===== config.mk =====
export PLATFORM = sky130hd
export DESIGN_NAME = fwd_operand_stage
export DESIGN_NICKNAME = d
export VERILOG_FILES = /design/src/rtl/fwd_operand_stage.sv
export SDC_FILE = /design/constraint.sdc
export NUM_CORES = 1
export LEC_CHECK = 0
export CORE_MARGIN = 3
export CORE_UTILIZATION = 37
export DETAILED_ROUTE_END_ITERATION = 7
export HOLD_SLACK_MARGIN = 0.06
export PLACE_DENSITY_LB_ADDON = 0.25
export SLEW_MARGIN = 0
export SYNTH_ARGS = -nofsm -noshare
export SYNTH_HDL_FRONTEND = slang
export SYNTH_SLANG_ARGS = --single-unit

===== constraint.sdc =====
create_clock -name clk -period 2 [get_ports clk]
set_input_delay 0.3 -clock clk [delete_from_list [all_inputs] [get_ports clk]]
set_output_delay 0.3 -clock clk [all_outputs]
set_load 0.005 [all_outputs]

===== src/rtl/fwd_operand_stage.sv =====
// Registered N_SRC:1 operand select for the execute-stage forwarding path.
// Stall/flush control, valid tracking and illegal-select detection with a saturating counter.
module fwd_operand_stage #(
  parameter int WIDTH  = 32,
  parameter int N_SRC  = 3,
  parameter int ONEHOT = 0,
  parameter int CNT_W  = 8,
  localparam int SEL_W = (ONEHOT != 0) ? N_SRC : $clog2(N_SRC)
) (
  input  logic                   clk,
  input  logic                   rst_n,
  input  logic [N_SRC*WIDTH-1:0] src_i,
  input  logic [SEL_W-1:0]       sel_i,
  input  logic                   in_valid_i,
  input  logic                   stall_i,
  input  logic                   flush_i,
  output logic [WIDTH-1:0]       data_o,
  output logic                   valid_o,
  output logic                   sel_err_o,
  output logic [CNT_W-1:0]       err_cnt_o
);

  logic             w_sel_ok;
  logic [WIDTH-1:0] w_sel_data;

  logic [WIDTH-1:0] r_data;
  logic             r_valid;
  logic             r_err;
  logic [CNT_W-1:0] r_cnt;

  generate
    if (ONEHOT != 0) begin : g_onehot
      logic [SEL_W-1:0] w_sel_m1;

      // x & (x-1) clears the lowest set bit: zero result means at most one bit was set.
      assign w_sel_m1 = sel_i - SEL_W'(1);
      assign w_sel_ok = (sel_i != '0) && ((sel_i & w_sel_m1) == '0);

      always_comb begin
        w_sel_data = '0;
        for (int unsigned k = 0; k < N_SRC; k++) begin
          if (sel_i[k]) begin
            w_sel_data = w_sel_data | src_i[k*WIDTH +: WIDTH];
          end
        end
      end
    end else begin : g_binary
      // Out-of-range indices match no source, so they never alias onto the last one.
      always_comb begin
        w_sel_ok   = 1'b0;
        w_sel_data = '0;
        for (int unsigned k = 0; k < N_SRC; k++) begin
          if (sel_i == SEL_W'(k)) begin
            w_sel_ok   = 1'b1;
            w_sel_data = src_i[k*WIDTH +: WIDTH];
          end
        end
      end
    end
  endgenerate

  always_ff @(posedge clk or negedge rst_n) begin
    if (!rst_n) begin
      r_data  <= '0;
      r_valid <= 1'b0;
      r_err   <= 1'b0;
      r_cnt   <= '0;
    end else if (flush_i) begin
      r_data  <= '0;
      r_valid <= 1'b0;
      r_err   <= 1'b0;
    end else if (!stall_i) begin
      if (in_valid_i) begin
        r_valid <= 1'b1;
        if (w_sel_ok) begin
          r_data <= w_sel_data;
          r_err  <= 1'b0;
        end else begin
          // Illegal selects drive zero, never a partial OR of sources.
          r_data <= '0;
          r_err  <= 1'b1;
          if (r_cnt != '1) begin
            r_cnt <= r_cnt + CNT_W'(1);
          end
        end
      end else begin
        r_valid <= 1'b0;
        r_err   <= 1'b0;
      end
    end
  end

  assign data_o    = r_data;
  assign valid_o   = r_valid;
  assign sel_err_o = r_err;
  assign err_cnt_o = r_cnt;

endmodule


==> impl_table.tex <==
\begin{tabular}{lr}
\hline
Metric & Value \\
\hline
\multicolumn{2}{l}{\textbf{Status}} \\
Run status & complete, no violations \\
\multicolumn{2}{l}{\textbf{Synth}} \\
Post-synthesis simple-gate area fraction & 0.120 \\
Sequential cell area fraction in the yosys report & 0.462 \\
Net Count, Synth & around 330 \\
Library cell occupying the most area in the post-synthesis netlist & sky130\_fd\_sc\_hd\_\_dfrtp\_1 \\
Xor/xnor cell area share of the yosys netlist & 0.0192 \\
Largest family of logic cells by synthesized area & compound AO/OA/AOI/OAI gates \\
Number of standard cells after synthesis & 225 \\
Area share of the largest cell type after synthesis & 0.462 \\
Post-synthesis area per instance & 10.1 µm² \\
Yosys Warn Count & 0 \\
Number of unique standard cell types used by synthesis & 27 \\
Synthesized-area fraction occupied by ao, oa, aoi and oai cells & 0.205 \\
Most area-consuming cells after synthesis & sky130\_fd\_sc\_hd\_\_dfrtp\_1, sky130\_fd\_sc\_hd\_\_mux2i\_1, sky130\_fd\_sc\_hd\_\_a22o\_1, sky130\_fd\_sc\_hd\_\_o21ai\_1, sky130\_fd\_sc\_hd\_\_nand2\_1 \\
Yosys reg bits & between 40 and 50 \\
Post-synth design cell area & 0.00228 mm² \\
Adder and majority cell fraction of the synthesized area & 0.00550 \\
Portion of netlist area occupied by mux cells & 0.151 \\
\multicolumn{2}{l}{\textbf{Critical path}} \\
Launching element of the worst setup path & in\_valid\_i \\
End of the worst register-to-register path & err\_cnt\_o[1] \\
R2R setup slack & 0.35 ns \\
Largest fanout on the critical path & 5 \\
Critical Path, Cell by Cell & clkdlybuf4s50\_1, nor2b\_2, or3b\_1, nor3\_2, mux2\_1 \\
Reg2reg path depth & 5 \\
Library cell contributing the largest single delay on the critical path & sky130\_fd\_sc\_hd\_\_or3b\_1 \\
Type of origin of the critical path & input port \\
CP top delay family & simple AND/OR/NAND/NOR gates \\
Type of the worst setup path & input port to flop \\
Path length in cells of the critical path & 5 \\
Worst reg2reg startpoint & err\_cnt\_o[0] \\
CP required & 2.16 ns \\
Worst path bufs/invs & 1 \\
Maximum cell stage delay along the critical path & about 0.47 ns \\
Arrival time at the worst endpoint & $\sim$1.9 ns \\
CP endpoint & err\_cnt\_o[7] \\
Endpoint class of the critical path & flop \\
\multicolumn{2}{l}{\textbf{Die}} \\
Die Area & between 0.007 and 0.008 mm² \\
Height of the chip & $\sim$84 µm \\
Width of the chip & 84.4 µm \\
Core Box Area & around 0.0057 mm² \\
Initial standard-cell utilization of the core & 0.396 \\
I/O pins & $\sim$150 \\
Std-Cell Rows & 27 \\
\multicolumn{2}{l}{\textbf{Power and ir drop}} \\
Cell Pwr Density & slightly above 500 mW/mm² \\
Worst VDD drop & approximately 300 µV \\
Leakage component of the power & 1.73 nW \\
\multicolumn{2}{l}{\textbf{Global route}} \\
Wire length of the first global-routing pass & $\sim$11000 µm \\
Antenna violations before repair & 0 \\
GRT overflow & 0 \\
Via count of the first global-routing pass & about 2400 \\
GRT Resource Usage Total & 0.195 \\
Maximum number of pins on one net before global-route repair & 34 \\
\multicolumn{2}{l}{\textbf{Routing}} \\
First-pass DRT Iterations & 4 \\
Detail Route Antenna Nets & 0 \\
Via density per instance & just over 5 \\
Violation count after the first detailed-routing iteration & between 80 and 90 \\
Post-detailed-route DRC marker count & 0 \\
WL/cell & between 15 and 20 µm \\
Vias & roughly 2300 \\
Final wirelength & between 6000 and 7000 µm \\
\multicolumn{2}{l}{\textbf{CTS}} \\
Later-pin clock latency in the skew report & between 0.2 and 0.3 ns \\
Inserted Clock Buffers & 5 \\
Clock transition time at the flip-flop clock pins of the worst setup and hold paths & 0.07 ns \\
Max Root-Sink Buffers & 2 \\
Total of hold buffers inserted after clock tree synthesis & 1 \\
Post-CTS resize count & 0 \\
Total setup buffers inserted after CTS & 0 \\
Htree depth & 2 \\
Clock root buffer & sky130\_fd\_sc\_hd\_\_clkbuf\_8 \\
CTS tree & yes \\
Clock Sinks & between 40 and 50 \\
\multicolumn{2}{l}{\textbf{Final layout}} \\
Final Util & 0.688 \\
Area of all sequential standard cells & 0.00105 mm² \\
Area of the multi-input gates & 0.00114 mm² \\
Count of fill cells added during filler insertion & 482 \\
Layout overhead on the synthesized area & 73.6\% \\
Antenna diode count & 0 \\
Final net count & around 480 \\
Share of cells above drive strength 1 & 0.0755 \\
Number of standard cells in the final layout excluding fillers & 443 \\
\multicolumn{2}{l}{\textbf{Flow run}} \\
Number of max-cap violations & 0 \\
\multicolumn{2}{l}{\textbf{Place}} \\
Count of input and output buffers & around 140 \\
Post-DP HPWL & between 5000 and 6000 µm \\
Routability congestion estimate from global placement & about 0.8 \\
Number of placed instances with taps included & 436 \\
\multicolumn{2}{l}{\textbf{STA}} \\
Final hold viol count & 0 \\
Clock skew after layout & between 0.0007 and 0.0008 ns \\
Setup repair after global routing missed its margin & false \\
Transition at the pin with the smallest max-transition slack & 0.559 ns \\
Tightest slew margin relative to the limit & 0.627 \\
Final setup violating endpoints & 0 \\
Achievable Freq & $\sim$570 MHz \\
Slew Viols, Final & 0 \\
Crit path time final & 1.75 ns \\
Share of the cycle needed by the critical path after routing & 0.875 \\
\multicolumn{2}{l}{\textbf{Hold path}} \\
Type of the most critical hold path & flop to flop \\
\hline
\end{tabular}
-- flip-flops by register name, indices dropped and copies added (netlist names) --
signal     cells
sel_err_o      1
err_cnt_o      8
data_o        32
valid_o        1
-- cells by family after synthesis --
family / count (synthesis)
adders and majority gates: 1
muxes: 34
AOI/OAI and AO/OA: 68
and+or+nand+nor: 56
buffers and inverters: 19
xor gates and xnor gates: 5
DFF: 42
-- metal layers --
layer / vias up / part of all wire / routed length (µm) / track usage
met5: - / 0 / 0 / 0
met1: 1065 / 0.41 / 2810 / 0.232
met4: 0 / 0.0054 / 37 / 0.0388
li1: 1106 / - / - / -
met3: 5 / 0.068 / 471 / 0.0520
met2: 77 / 0.52 / 3550 / 0.353
-- Yosys cell counts, drive strengths merged --
library cell and n:
nor2 4, and3b 1, dfrtp 42, mux2i 32
ha 1, xor2 5, or3b 1, nor3b 1
nor4 1, mux2 2, buf 5, a21oi 2
a22o 32, clkbuf 14, nand3 4, nand4 1
nor3 4, nor2b 2, o21ai 33, nand2 36
o21ba 1, or2 1
-- report_power, final --
part / total, mW / switching (mW) / internal [mW]
logic: 0.583 / 0.203 / 0.380
registers: 0.953 / 0.0512 / 0.902
clock network: 0.516 / 0.249 / 0.266
total: 2.05 / 0.503 / 1.55
-- metrics by stage --
step | setup slack (ns) | power, mW | setup TNS [ns] | area (µm²) | hold slack [ns]
2_1_floorplan | 0.414 | 1.16 | 0 | 2280 | 0.00441
3_3_place_gp | -0.0530 | 1.54 | -0.159 | 3860 | 0.298
3_5_place_dp | -0.0591 | 1.56 | -0.182 | 3860 | 0.295
4_1_cts | 0.242 | 2.08 | 0 | 3950 | 0.502
5_1_grt | 0.166 | 2.18 | 0 | 3950 | 0.522
6_report | 0.249 | 2.05 | 0 | 3950 | 0.504
-- worst min path at each step --
stage          cells past startpoint      endpoint          from  slack [ns]
5_1_grt                            1    data_o[30]    data_o[30]        0.52
2_1_floorplan                      0     data_o[0]         rst_n       0.004
3_5_place_dp                       1     data_o[3]         rst_n        0.30
3_3_place_gp                       1     data_o[3]         rst_n        0.30
6_report                           1    data_o[28]    data_o[28]        0.50
4_1_cts                            1  err_cnt_o[6]  err_cnt_o[6]        0.50
-- worst register-to-register path, delay by kind of cell (launching register included) --
family	cells	cell delay (ns)
simple gates	3	0.57
flops	1	0.41
mux	1	0.32
fa+ha+maj	1	0.23
-- cells in the final DEF, fill, tap and decap left out, drive strengths merged, types with 2 or more instances in the layout --
cell type / instances
clkdlybuf4s50: 142
mux2i: 32
xor2: 5
dfrtp: 42
nor2b: 2
o21ai: 33
mux2: 2
a21oi: 2
clkbuf: 6
buf: 16
nor2: 4
a22o: 32
nand3: 4
nor3: 4
nand2: 36
-- cell type report --
cell class | count | area share
multi-input cells | 164 | 0.289
flip-flops and latches | 42 | 0.266
well taps | 72 | 0.0228
repair buffers | 159 | 0.401
clock buffers | 6 | 0.0209
Power figures use the tool's default switching activity.
